==> config.mk <==
export PLATFORM = sky130hd
export DESIGN_NAME = wb_ram_bist_master
export DESIGN_NICKNAME = d
export VERILOG_FILES = /design/src/rtl/wb_ram_bist_master.sv
export SDC_FILE = /design/constraint.sdc
export NUM_CORES = 1
export LEC_CHECK = 0
export BUFFER_PORTS_ARGS = -buffer_cell sky130_fd_sc_hd__buf_2
export CAP_MARGIN = 15
export CORE_MARGIN = 2
export CORE_UTILIZATION = 35
export CTS_CLUSTER_SIZE = 8
export DETAILED_ROUTE_END_ITERATION = 8
export HOLD_SLACK_MARGIN = 0.15
export PLACE_DENSITY = 0.63
export SLEW_MARGIN = 10
export SYNTH_ARGS = -nofsm -noshare
export SYNTH_HDL_FRONTEND = slang
export SYNTH_SLANG_ARGS = --single-unit
==> constraint.sdc <==
create_clock -name wb_clk_i -period 4.11 [get_ports wb_clk_i]
set_clock_uncertainty 0.05 [all_clocks]
set_input_delay 0.2055 -clock wb_clk_i [delete_from_list [all_inputs] [get_ports wb_clk_i]]
set_output_delay 0.2055 -clock wb_clk_i [all_outputs]
set_load 0.05 [all_outputs]
==> src/rtl/wb_ram_bist_master.sv <==
// rtl/wb_ram_bist_master.sv - Wishbone classic initiator running a four-pass RAM write/readback self-test
//
// Window: WORDS 32-bit words starting at BASE_ADDR. Pattern P(i) = seed ^ (i * 32'h0101_0101).
// Passes: write P, read/check P, write ~P, read/check ~P. Stops at the first mismatch or ack timeout.
//
// Ports:
//   wb_clk_i, wb_rst_ni         clock, synchronous active-low reset
//   start_i, seed_i             start pulse (honoured in IDLE/DONE), pattern seed latched at start
//   busy_o, done_o              test running / test finished (held until the next start)
//   fail_o, timeout_o           failure flag, failure caused by missing ack
//   fail_addr_o, fail_data_o    byte address and read data of the first failing access
//   wbm_*                       Wishbone classic master port

module wb_ram_bist_master #(
  parameter logic [31:0] BASE_ADDR = 32'h30c0_0000,
  parameter int          WORDS     = 64,
  parameter int          TIMEOUT   = 15
) (
  input  logic        wb_clk_i,
  input  logic        wb_rst_ni,
  input  logic        start_i,
  input  logic [31:0] seed_i,
  output logic        busy_o,
  output logic        done_o,
  output logic        fail_o,
  output logic        timeout_o,
  output logic [31:0] fail_addr_o,
  output logic [31:0] fail_data_o,
  output logic        wbm_cyc_o,
  output logic        wbm_stb_o,
  output logic        wbm_we_o,
  output logic [3:0]  wbm_sel_o,
  output logic [31:0] wbm_adr_o,
  output logic [31:0] wbm_dat_o,
  input  logic [31:0] wbm_dat_i,
  input  logic        wbm_ack_i
);

  localparam logic [15:0] LAST_IDX    = 16'(WORDS - 1);
  localparam logic [7:0]  TIMEOUT_CNT = 8'(TIMEOUT);
  localparam logic [31:0] STEP        = 32'h0101_0101;

  typedef enum logic [1:0] {IDLE, REQ, GAP, DONE} state_t;

  state_t      state_q, state_d;
  logic [31:0] seed_q;
  logic [31:0] mul_q;        // running i * STEP, avoids a multiplier
  logic [15:0] idx_q;
  logic [1:0]  pass_q;       // bit 0: read pass, bit 1: inverted pattern
  logic [7:0]  wait_q;
  logic        fail_q, timeout_q;
  logic [31:0] fail_addr_q, fail_data_q;

  logic        is_read, last_access, mismatch, timed_out;
  logic [31:0] cur_addr, expected;

  assign is_read     = pass_q[0];
  assign cur_addr    = BASE_ADDR + {14'd0, idx_q, 2'b00};
  assign expected    = pass_q[1] ? ~(seed_q ^ mul_q) : (seed_q ^ mul_q);
  assign last_access = (pass_q == 2'd3) && (idx_q == LAST_IDX);
  assign mismatch    = is_read && (wbm_dat_i != expected);
  assign timed_out   = (wait_q == TIMEOUT_CNT);

  // State register
  always_ff @(posedge wb_clk_i) begin
    if (!wb_rst_ni) state_q <= IDLE;
    else            state_q <= state_d;
  end

  // Next-state logic; an ack in the cycle the wait counter hits TIMEOUT still counts
  always_comb begin
    state_d = state_q;
    case (state_q)
      IDLE, DONE: if (start_i) state_d = REQ;
      REQ: begin
        if (wbm_ack_i) begin
          if (mismatch || last_access) state_d = DONE;
          else                         state_d = GAP;
        end else if (timed_out) begin
          state_d = DONE;
        end
      end
      GAP:     state_d = REQ;
      default: state_d = IDLE;
    endcase
  end

  // Walk position, wait counter and failure record
  always_ff @(posedge wb_clk_i) begin
    if (!wb_rst_ni) begin
      seed_q      <= '0;
      mul_q       <= '0;
      idx_q       <= '0;
      pass_q      <= '0;
      wait_q      <= '0;
      fail_q      <= 1'b0;
      timeout_q   <= 1'b0;
      fail_addr_q <= '0;
      fail_data_q <= '0;
    end else begin
      case (state_q)
        IDLE, DONE: begin
          if (start_i) begin
            seed_q      <= seed_i;
            mul_q       <= '0;
            idx_q       <= '0;
            pass_q      <= '0;
            wait_q      <= '0;
            fail_q      <= 1'b0;
            timeout_q   <= 1'b0;
            fail_addr_q <= '0;
            fail_data_q <= '0;
          end
        end
        REQ: begin
          if (wbm_ack_i) begin
            wait_q <= '0;
            if (mismatch) begin
              fail_q      <= 1'b1;
              fail_addr_q <= cur_addr;
              fail_data_q <= wbm_dat_i;
            end else if (!last_access) begin
              if (idx_q == LAST_IDX) begin
                idx_q  <= '0;
                mul_q  <= '0;
                pass_q <= pass_q + 2'd1;
              end else begin
                idx_q <= idx_q + 16'd1;
                mul_q <= mul_q + STEP;
              end
            end
          end else if (timed_out) begin
            fail_q      <= 1'b1;
            timeout_q   <= 1'b1;
            fail_addr_q <= cur_addr;
            fail_data_q <= '0;
          end else begin
            wait_q <= wait_q + 8'd1;
          end
        end
        default: ;
      endcase
    end
  end

  // Outputs decode flops only, so they change just after clock edges
  always_comb begin
    busy_o    = (state_q == REQ) || (state_q == GAP);
    done_o    = (state_q == DONE);
    wbm_cyc_o = 1'b0;
    wbm_stb_o = 1'b0;
    wbm_we_o  = 1'b0;
    wbm_sel_o = 4'h0;
    wbm_adr_o = '0;
    wbm_dat_o = '0;
    if (state_q == REQ) begin
      wbm_cyc_o = 1'b1;
      wbm_stb_o = 1'b1;
      wbm_sel_o = 4'hF;
      wbm_adr_o = cur_addr;
      wbm_we_o  = !is_read;
      wbm_dat_o = is_read ? 32'h0 : expected;
    end
  end

  assign fail_o      = fail_q;
  assign timeout_o   = timeout_q;
  assign fail_addr_o = fail_addr_q;
  assign fail_data_o = fail_data_q;

endmodule

Word-level counts from Yosys, hierarchy flattened
Index checks and enable logic that the tools add are counted.
Widths: inputs -> output; s select.
{ "classes": {"muxes": 49, "n_addsub": 5, "n_bitwise": 2, "n_eq_ne": 17, "reduce_logical": 15} }
{ "op_table": {"columns": ["cell", "n"], "rows": [
  ["$mux 32", 14],
  ["$pmux 32 s2", 3],
  ["$mux 16", 5],
  ["$add 32x25->32 const B", 1],
  ["$ne 32x32->1", 1],
  ["$not 32->32", 1],
  ["$pmux 16 s2", 1],
  ["$xor 32x32->32", 1],
  ["$add 30x18->31 const A", 1],
  ["$mux 31", 1],
  ["$mux 8", 3],
  ["$add 16x1->16 const B", 1],
  ["$eq 16x6->1 const B", 1],
  ["$mux 2", 8],
  ["$pmux 8 s2", 1],
  ["$ne 2x2->1 const B", 7],
  ["$ne 3x3->1 const B", 3],
  ["$add 8x1->8 const B", 1],
  ["$eq 8x4->1 const B", 1],
  ["$mux 1", 8],
  ["$reduce_and 4->1", 2],
  ["$eq 2x2->1 const B", 3],
  ["$pmux 2 s3", 1],
  ["$reduce_and 6->1", 1],
  ["other kinds (14)", 18]
]} }
{ "word_totals": {"input_bits": 68, "out_inout_bits": 139, "ff_bits": 158, "elab_cells": 98} }

Depth between registers and ports, before layout
Gate-level depths: netlist of the first run.
{ "logic_depth": {"depth_word": 9, "depth_mapped": 15, "ltp_nobuf": 10} }

Worst setup path before layout of the first run
Ideal clock, no wire load.
{ "synth_path": {"path_type": "register to output", "startpoint": "reg state_q[0]", "endpoint": "out wbm_dat_o[17]", "n_path_buf": 3, "required_ps": 3855, "arrival_ps": 2840, "setup_slack_ps": 1014, "path_stages_with_launch": 7, "cell_sequence": "dfxtp_1 ha_1 clkbuf_1 nand2b_1 clkbuf_1 clkbuf_1 nor3_1"} }
{ "synth_via": {"elab_chain_cells": 2} }
{ "synth_lines": {"columns": ["item", "line_no", "text"], "rows": [
  ["start: declaration", "45", "state_t state_q, state_d;"],
  ["start signal: assignment", "67", "else state_q <= state_d;"],
  ["$eq 2x1->1", "156", "if (state_q == REQ) begin"],
  ["$mux 32", "156", null],
  ["end: declaration", "34", "output logic [31:0] wbm_dat_o,"]
]} }
Every way passes these cells.

Worst setup path after layout of the first run
{ "layout_path": {"startpoint": "reg pass_q[1]", "endpoint": "reg fail_data_q[7], in the netlist fail_data_o[7]"} }
{ "layout_via": {"elab_chain_cells": 5} }
{ "layout_lines": {"columns": ["item", "line_no", "text"], "rows": [
  ["start: declaration", "49", "logic [1:0] pass_q;"],
  ["start signal: assignment", "126", "pass_q <= pass_q + 2'd1;"],
  ["$mux 32", "59", "assign expected = pass_q[1] ? ~(seed_q ^ mul_q) : (seed_q ^ mul_q);"],
  ["$ne 32x32->1", "61", "assign mismatch = is_read && (wbm_dat_i != expected);"],
  ["$logic_and 1x1->1", "61", null],
  ["$ne 3x3->1 (no source line)", null, null],
  ["$reduce_and 4->1 (no source line)", null, null],
  ["end signal: assignment", "121", "fail_data_q <= wbm_dat_i;"],
  ["end: declaration", "52", "logic [31:0] fail_addr_q, fail_data_q;"]
]} }
Every way passes these cells.
A chain may end at the register's enable or synchronous reset.

==> run metrics, run 1 <==
final WL 26.6 mm; Core Util, Final 45.5%; Power Density around 460 mW/mm2; Hold Fails Final Rpt 0; share of layout cells above drive strength 1 20.3%; TritonCTS clock tree built; ys async rst share 0%; CTS buffer count 17; worst hold slack 0.206 ns; HP Class primary input to register; Routed Antenna Nets 0; TritonRoute pass-1 iters 5; Required @ worst endpoint 4.40 ns; Leak ~0.0043 uW; GR Util All Layers a little over a fifth; via count just over 8000; Clock Sinks about 140; Routability Congestion 0.868; worst setup margin between 0.4 and 0.5 ns; synthesized cell area roughly 0.0081 mm2; R2R setup slack roughly 0.41 ns; initial antenna violation count 0; Critical Path AT roughly 4.0 ns; Max Freq between 200 and 300 MHz; CTS H-tree depth 4; Final min period between 3 and 4 ns; main area contributors after synthesis dfxtp_1, nand2_1, a21oi_1; CP startpoint pass_q[1]; die height 156 um; Max IR drop VDD 0.288 mV; Setup CP Type register to register; Syn Inst Count around 1100; Setup Viol. Count Final 0; cell area after layout slightly above 0.01 mm2; Post-route DRC 0; Top Ports roughly 210; slew margin rel. about 46%; Yosys top cell area share a little over a third; Final nets 1327; most frequent cells in the layout buf_2, nand2_1, dfxtp_1, a21oi_1, nor2_1; Clock Latency Late Sink around 0.43 ns; number of library cell types mapped by synthesis 63; status completed; global-route wire length before repair 41.6 mm; CP Capture Type register; Critical Path Fanout Max 25; placed inst area 0.00905 mm2; reg2reg start pass_q[1]; CTS Root Cell clkbuf_16; #FFs+latches synth around 140; Top FF cell, synth dfxtp_1; Clock transition at path regs around 0.060 ns; CP Launch Type register; GRT Residual Overflow 0; largest net degree at the start of global routing 60; Synth warnings 0; FF-to-FF End fail_data_o[7]; Reg2Reg Depth 12; setup repair after global routing missed its margin false; period utilization between 80% and 90%; vias in the first global route roughly 7700; pre-CTS setup slack around 0.36 ns; Final HPWL DP 18.8 mm; Post-synth EDFFs 0; Seq/Total Area, Yosys about a third; area leader, netlist dfxtp_1; # rows 55; Slew @ Worst Pin ~0.80 ns; vias per cell about 5.3; Core Footprint 0.0227 mm2; chip width roughly 160 um; Wirelength per Cell around 17 um; n_diodes 0; Max-Cap Viols 0; post-route setup TNS 0 ns; P&R area growth vs syn 27.4%; Port Buffers about 180; DIE AREA roughly 0.024 mm2; Worst Setup EP fail_data_o[7]; Max Root-Sink Buffers 2; most common cell after layout, fill and taps aside buf_2; Slew Limit Fails 0; Syn Area/Cell ~7.7 um2; initial DRC count a little over 600; Starting Density 35.7%
[power by group]
part           total [uW]  leakage [uW]  internal [uW]  switching [uW]
logic                1490       0.00281            411            1080
registers            1530       0.00115           1450            83.4
clock network        1680      0.000308           1060             622
total                4710       0.00427           2920            1790
[synth_stat cells, drive strengths merged, types with 2 or more instances]
master,count
xnor3,10
nand2,174
a21oi,110
a21o,2
o31ai,17
nor2,78
o211ai,23
a221o,2
nor4,8
a31oi,5
or2,9
xor2,38
a211oi,2
o221a,3
mux2i,3
nand3b,4
nand3,67
o22ai,6
clkbuf,51
xnor2,27
nor3,20
and2,34
or3,10
and4,2
buf,61
a211o,2
inv,15
o21ai,40
nand2b,4
a32oi,6
xor3,3
ha,6
and3,17
o32ai,8
dfxtp,142
nor3b,4
o2111ai,5
nor2b,6
nand4,12
[kinds of logic (layout without fill, tap and decap cells)]
| group | after synthesis | after routing | share of synthesized area, % |
|---|---|---|---|
| xor+xnor | 78 | 78 | 10.8 |
| buf+inv | 128 | 315 | 8.19 |
| flops | 142 | 142 | 35.0 |
| other cells | 1 | 24 | 0.0462 |
| fa+ha+maj | 6 | 6 | 0.925 |
| compound gates | 245 | 245 | 18.6 |
| simple gates | 450 | 450 | 26.0 |
| mux | 3 | 3 | 0.370 |
[what timing repair did]
| item | in CTS | in global routing |
|---|---|---|
| hold buffers | 64 | 0 |
| endpoints found under the hold margin | 64 | 0 |
| setup endpoints to repair | 0 | 2 |
| gates resized for setup | 0 | 1 |
| setup buffers | 0 | 0 |
[per-stage QoR]
stage | total power (uW) | cells
detailed placement | 2990 | 1454
finish | 4710 | 1548
global placement | 2980 | 1454
CTS | 4710 | 1547
floorplan | 2630 | 1076
global route | 4910 | 1548
[final cells by class]
cell class / count / area [um2]
Tap cell: 285 / 357
Fill cell: 2262 / 12400
Clock buffer: 20 / 467
Inverter: 16 / 60.1
Timing Repair Buffer: 270 / 1740
Multi-Input combinational cell: 806 / 4710
Clock inverter: 9 / 160
Sequential cell: 142 / 2850
[sequential cells by signal, indices dropped and copies added (netlist names)]
signal,count
fail_addr_o,17
fail_data_o,32
idx_q,16
mul_q,32
pass_q,2
seed_q,32
state_q,2
timeout_o,1
wait_q,8
[layer usage]
layer,GRT usage [%],wire length (um)
met1,30.2,12400
met2,33.8,11900
met3,3.52,1830
met4,7.82,493
met5,0,0
[worst min-delay path by stage]
| stage | end | depth (start not counted) | slack (ns) | start |
|---|---|---|---|---|
| after floorplan | seed_q[13] | 2 | 0.29 | seed_i[13] |
| after global placement | fail_data_o[10] | 2 | 0.38 | fail_data_o[10] |
| after detailed placement | fail_data_o[3] | 2 | 0.39 | fail_data_o[3] |
| after CTS | state_q[1] | 3 | 0.20 | start_i |
| after global routing | state_q[1] | 3 | 0.24 | start_i |
| final | state_q[1] | 3 | 0.21 | start_i |
[critical path, stage by stage (launching register included)]
cell	delay, ns
dfxtp_4	0.50
buf_4	0.36
xnor3_1	0.31
o22ai_1	0.08
a2111oi_0	0.52
o2111ai_1	0.19
or3_1	0.35
o22ai_1	0.19
buf_4	0.31
or3_2	0.18
buf_4	0.31
nand2_1	0.09
a21oi_1	0.13
(Power assumes the default switching activity.)
==> run 2: changes to the inputs <==
--- a/config.mk
+++ b/config.mk
@@ -7,7 +7,7 @@
 export LEC_CHECK = 0
 export BUFFER_PORTS_ARGS = -buffer_cell sky130_fd_sc_hd__buf_2
 export CAP_MARGIN = 15
-export CORE_MARGIN = 2
+export CORE_MARGIN = 1
 export CORE_UTILIZATION = 35
 export CTS_CLUSTER_SIZE = 8
 export DETAILED_ROUTE_END_ITERATION = 8
==> constraint.sdc (replaced) <==
create_clock -name wb_clk_i -period 4.11 [get_ports wb_clk_i]
set_clock_uncertainty 0.05 [all_clocks]
set_input_delay 0.2055 -clock wb_clk_i [delete_from_list [all_inputs] [get_ports wb_clk_i]]
set_output_delay 0.2055 -clock wb_clk_i [all_outputs]
set_load 0.005 [all_outputs]
==> run 2 against run 1 <==
Net effect: worst setup slack got worse by 0.075 ns; clock-buffer cell count up 1; routed wire length shrank 1.0%; highest routed layer unchanged; register-to-register slack worse by 0.07 ns; flip-flop and latch count unchanged; final cell count grew 0.39%; die area is 2.5% lower; combinational power decreased by 23%; design area about the same; critical endpoint is now idx_q[10]; sequential share of layout area about the same; largest power group is now registers; non-clock buffer count grew 3; worst hold slack improved by 0.00053 ns.
==> run metrics, run 2 (synthesis results as in run 1) <==
met3 routed WL 1.61 mm (was 1.83 mm); Clock transition at path regs 0.06 ns (about the same); setup repair after global routing missed its margin false (unchanged); die height 154 um (was 156 um); Critical Path Fanout Max 26 (was 25); Seq. cell area 0.00285 mm2 (unchanged); Max Root-Sink Buffers 2 (unchanged); TritonCTS clock tree built (unchanged); Clock Sinks 142 (unchanged); global-route wire length before repair 40.9 mm (was 41.6 mm); Critical Path AT 4.04 ns (was 3.99 ns); via count 8250 (was 8260); Slew @ Worst Pin 1.11 ns (was 0.801 ns); largest net degree at the start of global routing 88 (was 60); CTS H-tree depth 4 (unchanged); TritonRoute pass-1 iters 5 (unchanged); Clock Latency Late Sink 0.43 ns (about the same); Required @ worst endpoint 4.38 ns (was 4.40 ns); CP startpoint pass_q[1] (unchanged); period utilization 91.7% (was 89.9%); Slew Limit Fails 0 (unchanged); share of layout cells above drive strength 1 20.6% (was 20.3%); P&R area growth vs syn 27.3% (was 27.4%); Starting Density 35.7% (unchanged); most frequent cells in the layout buf_2, nand2_1, dfxtp_1, a21oi_1, nor2_1 (unchanged); DR WL met2 11.7 mm (was 11.9 mm); Max-Cap Viols 0 (unchanged); Final HPWL DP 18.5 mm (was 18.8 mm); CTS Root Cell clkbuf_16 (unchanged); initial antenna violation count 0 (unchanged); Leak 0.00425 uW (was 0.00427 uW); initial DRC count 722 (was 615); Routability Congestion 0.877 (was 0.868); filler instances 2229 (was 2262); Final nets 1330 (was 1327); post-CTS setup buffers 0 (unchanged); CTS buffer count 17 (unchanged); area occupied by multi-input gates 0.00472 mm2 (was 0.00471 mm2); Post-route DRC 0 (unchanged); CP Launch Type register (unchanged); most common cell after layout, fill and taps aside buf_2 (unchanged); post-route setup TNS 0 ns (unchanged); status completed (unchanged); Max Freq 265 MHz (was 271 MHz); Setup CP Type register to register (unchanged); Power Density 408 mW/mm2 (was 456 mW/mm2); GR Util All Layers 21.9% (was 21.7%); Core Footprint 0.0227 mm2 (unchanged); Setup Viol. Count Final 0 (unchanged); # rows 55 (unchanged); GRT Residual Overflow 0 (unchanged); Routed met1 length 12.5 mm (was 12.4 mm); chip width 154 um (was 156 um); CP Capture Type register (unchanged); vias in the first global route 7537 (was 7658); Final min period 3.77 ns (was 3.70 ns); Routed Antenna Nets 0 (unchanged); top layer in use met4 (unchanged); n_diodes 0 (unchanged); Core Util, Final 45.5% (about the same); DIE AREA 0.0238 mm2 (was 0.0244 mm2); Hold Fails Final Rpt 0 (unchanged); Top Ports 207 (unchanged); Wirelength per Cell 16.9 um (was 17.2 um); vias per cell 5.31 (was 5.34); Port Buffers 182 (unchanged); reg2reg start pass_q[1] (unchanged); min-delay src start_i (unchanged); Max IR drop VDD 0.296 mV (was 0.288 mV); final WL 26.3 mm (was 26.6 mm); slew margin rel. 25.5% (was 46.4%); HP Class primary input to register (unchanged)
run 2: cell types whose count changed in the layout (fill, tap and decap cells not counted), moves of 2 or more:
cell        before  now
buf_12           0    2
buf_4           23   25
bufinv_16        4    1
clkinvlp_4       0    4
clkbuf_1         0    2
run 2: final timing paths:
kind / slack, ns / endpoint / cells after the start
setup / recovery: 0.34 / idx_q[10] / 12
hold / removal: 0.21 / state_q[1] / 3
setup reg to reg: 0.34 / idx_q[10] / 12
hold reg to reg: 0.40 / fail_data_o[5] / 2
run 2: layout make-up:
type	count	share of cell area, %
multi-input combinational	806	45.7
inverter	16	0.581
clock buffer	21	4.46
clock inverter	11	1.05
tap	285	3.45
timing repair buffer	273	17.2
sequential	142	27.6
run 2: critical path, stage by stage (launching register included):
cell      delay, ns
dfxtp_4        0.49
buf_12         0.23
xnor3_1        0.39
and2_1         0.18
a211o_1        0.31
nor4_1         0.29
nand4_1        0.25
buf_4          0.23
nor4_4         0.41
nor2_2         0.30
buf_4          0.28
o211ai_1       0.17
o21ai_1        0.08
run 2: per-layer routing:
| metal | global-route usage [%] | up-vias |
|---|---|---|
| met3 | 4.29 | 38 |
| met2 | 33.2 | 322 |
| li1 | - | 4009 |
| met1 | 31.0 | 3881 |
| met4 | 7.19 | 0 |
| met5 | 0 | - |
run 2: what timing repair did:
action | in CTS | in global routing
hold buffers | 64 | 0
endpoints found under the setup margin | 0 | 18
hold endpoints to repair | 64 | 0
resized for setup | 0 | 2
run 2: power by group:
group | switching (uW) | total (uW) | internal (uW)
registers | 89.3 | 1540 | 1450
clock network | 646 | 1520 | 870
logic | 740 | 1150 | 414
run 2: stage by stage:
stage                     std cells  total power [uW]  setup WS [ns]  cell area (um2)  hold WS [ns]
after floorplan                1076              2290           1.17             8200         0.291
after global placement         1458              2650          0.355             9100         0.387
after detailed placement       1458              2660          0.287             9100         0.391
after CTS                      1554              4230          0.275            10300         0.187
after global routing           1554              4400         0.0427            10300         0.192
final                          1554              4210          0.340            10300         0.207
==> run 3: changes to the inputs <==
==> constraint.sdc (replaced) <==
create_clock -name wb_clk_i -period 4.4 [get_ports wb_clk_i]
set_clock_uncertainty 0.05 [all_clocks]
set_input_delay 0.22 -clock wb_clk_i [delete_from_list [all_inputs] [get_ports wb_clk_i]]
set_output_delay 0.22 -clock wb_clk_i [all_outputs]
set_load 0.005 [all_outputs]
==> run 3 against run 2 <==
Net effect: fmax rose by 0.11%; combinational power fell by 9%; clock-buffer cell count fell by 3; clock power fell by 6%; critical path depth fell by 1; final cell count fell by 0.64%; sequential share of layout area rose by 0.17 points; routed wire length fell by 1.1%; sequential power fell by 6%; worst setup slack improved by 0.29 ns; design area fell by 0.71%; largest cell class unchanged; highest routed layer unchanged.
==> run metrics, run 3 (synthesis results as in run 1) <==
global-route wire length before repair 40.9 mm (about the same); TritonRoute pass-1 iters 5 (unchanged); CTS Root Cell clkbuf_16 (unchanged); Routed Antenna Nets 0 (unchanged); worst hold path depth 3 (unchanged); Required @ worst endpoint 4.72 ns (was 4.38 ns); CP Capture Type register (unchanged); Critical Path AT 4.08 ns (was 4.04 ns); P&R area growth vs syn 26.4% (was 27.3%); placed inst area 0.00904 mm2 (was 0.00910 mm2); # rows 55 (unchanged); Top Ports 207 (unchanged); setup repair after global routing missed its margin false (unchanged); GR Util All Layers 21.8% (was 21.9%); Clock Sinks 142 (unchanged); Final HPWL DP 18.3 mm (was 18.5 mm); Max-Cap Viols 0 (unchanged); share of layout cells above drive strength 1 20.0% (was 20.6%); filler instances 2253 (was 2229); Max Root-Sink Buffers 2 (unchanged); initial antenna violation count 0 (unchanged); Critical Path Fanout Max 41 (was 26); GRT Residual Overflow 0 (unchanged); TritonCTS clock tree built (unchanged); Core Util, Final 45.2% (was 45.5%); CP Launch Type register (unchanged); CTS H-tree depth 4 (unchanged); vias per cell 5.34 (was 5.31); status completed (unchanged); FF-to-FF End mul_q[29] (was idx_q[10]); n_diodes 0 (unchanged); Clock Latency Late Sink 0.43 ns (about the same); die height 154 um (unchanged); largest net degree at the start of global routing 88 (unchanged); Hold Fails Final Rpt 0 (unchanged); Reg2Reg Depth 11 (was 12); post-route setup TNS 0 ns (unchanged); Clock transition at path regs 0.06 ns (about the same); HP Class primary input to register (unchanged); Core Footprint 0.0227 mm2 (unchanged); min-delay src start_i (unchanged); Leak 0.00420 uW (was 0.00425 uW); reg2reg start pass_q[1] (unchanged); Max Freq 266 MHz (was 265 MHz); Slew @ Worst Pin 1.01 ns (was 1.11 ns); Setup Viol. Count Final 0 (unchanged); most common cell after layout, fill and taps aside buf_2 (unchanged); Max IR drop VDD 0.305 mV (was 0.296 mV); Routability Congestion 0.879 (was 0.877); worst hold slack 0.213 ns (was 0.207 ns); Starting Density 35.7% (unchanged); chip width 154 um (unchanged); Slew Limit Fails 0 (unchanged); Wirelength per Cell 16.9 um (about the same); via count 8241 (was 8250); most frequent cells in the layout buf_2, nand2_1, dfxtp_1, a21oi_1, nor2_1 (unchanged); CTS buffer count 17 (unchanged); Final nets 1320 (was 1330); R2R setup slack 0.63 ns (was 0.34 ns); final WL 26.0 mm (was 26.3 mm); Final min period 3.77 ns (about the same); initial DRC count 685 (was 722); DIE AREA 0.0238 mm2 (unchanged); cell area after layout 0.0103 mm2 (about the same); Hold EP state_q[1] (unchanged); Port Buffers 182 (unchanged); slew margin rel. 32.4% (was 25.5%); Setup CP Type register to register (unchanged); period utilization 85.6% (was 91.7%); vias in the first global route 7606 (was 7537); Power Density 382 mW/mm2 (was 408 mW/mm2); Post-route DRC 0 (unchanged)
-- run 3: cell count changes in the layout (fill, tap and decap cells not counted), sizes merged --
cell,change
buf,-10
bufinv,+1
clkbuf,-3
clkinv,+1
clkinvlp,+1
-- run 3: through the flow --
step,setup slack (ns),std cells,total power (uW)
6_report,0.634,1544,3920
5_1_grt,0.411,1544,4110
2_1_floorplan,1.46,1076,2140
4_1_cts,0.654,1544,3950
3_5_place_dp,0.700,1448,2460
3_3_place_gp,0.723,1448,2460
-- run 3: worst max-delay path by stage --
stage | start | endpoint | slack [ns]
2_1_floorplan | pass_q[1] | mul_q[27] | 1.46
3_3_place_gp | pass_q[1] | idx_q[14] | 0.72
3_5_place_dp | pass_q[1] | idx_q[15] | 0.70
4_1_cts | pass_q[1] | mul_q[31] | 0.65
5_1_grt | pass_q[1] | mul_q[31] | 0.41
6_report | pass_q[1] | mul_q[29] | 0.63
-- run 3: per-layer routing --
layer  global-route usage, %  share of wire (%)
met3                    3.31                6.2
met1                    30.3                 47
met5                       0                  0
met4                    5.67                1.4
met2                    35.1                 45
-- run 3: where the power goes --
| group | internal (uW) | switching [uW] |
|---|---|---|
| Combinational | 374 | 678 |
| Clock | 833 | 597 |
| Sequential | 1360 | 82.6 |
-- run 3: what timing repair did --
item	in CTS	in global routing
hold endpoints to repair	64	0
gates resized for setup	0	0
endpoints found under the setup margin	0	0
buffers inserted	0	0
hold buffers	64	0
-- run 3: area by class of cell --
type	count	area, um2	area share, %
Clock buffer	18	429	4.18
Clock inverter	14	144	1.40
Inverter	16	60.1	0.586
Multi-Input combinational cell	806	4710	45.9
Sequential cell	142	2840	27.7
Tap cell	285	357	3.48
Timing Repair Buffer	263	1720	16.7
-- run 3: critical path, stage by stage (launching register included) --
cell	delay [ns]
dfxtp_2	0.40
buf_12	0.25
xor2_1	0.30
a2bb2o_1	0.31
a2111oi_0	0.36
o2111ai_1	0.22
or3_1	0.34
o22ai_1	0.32
buf_12	0.21
nand2_2	0.34
or3_1	0.48
o21ai_1	0.07
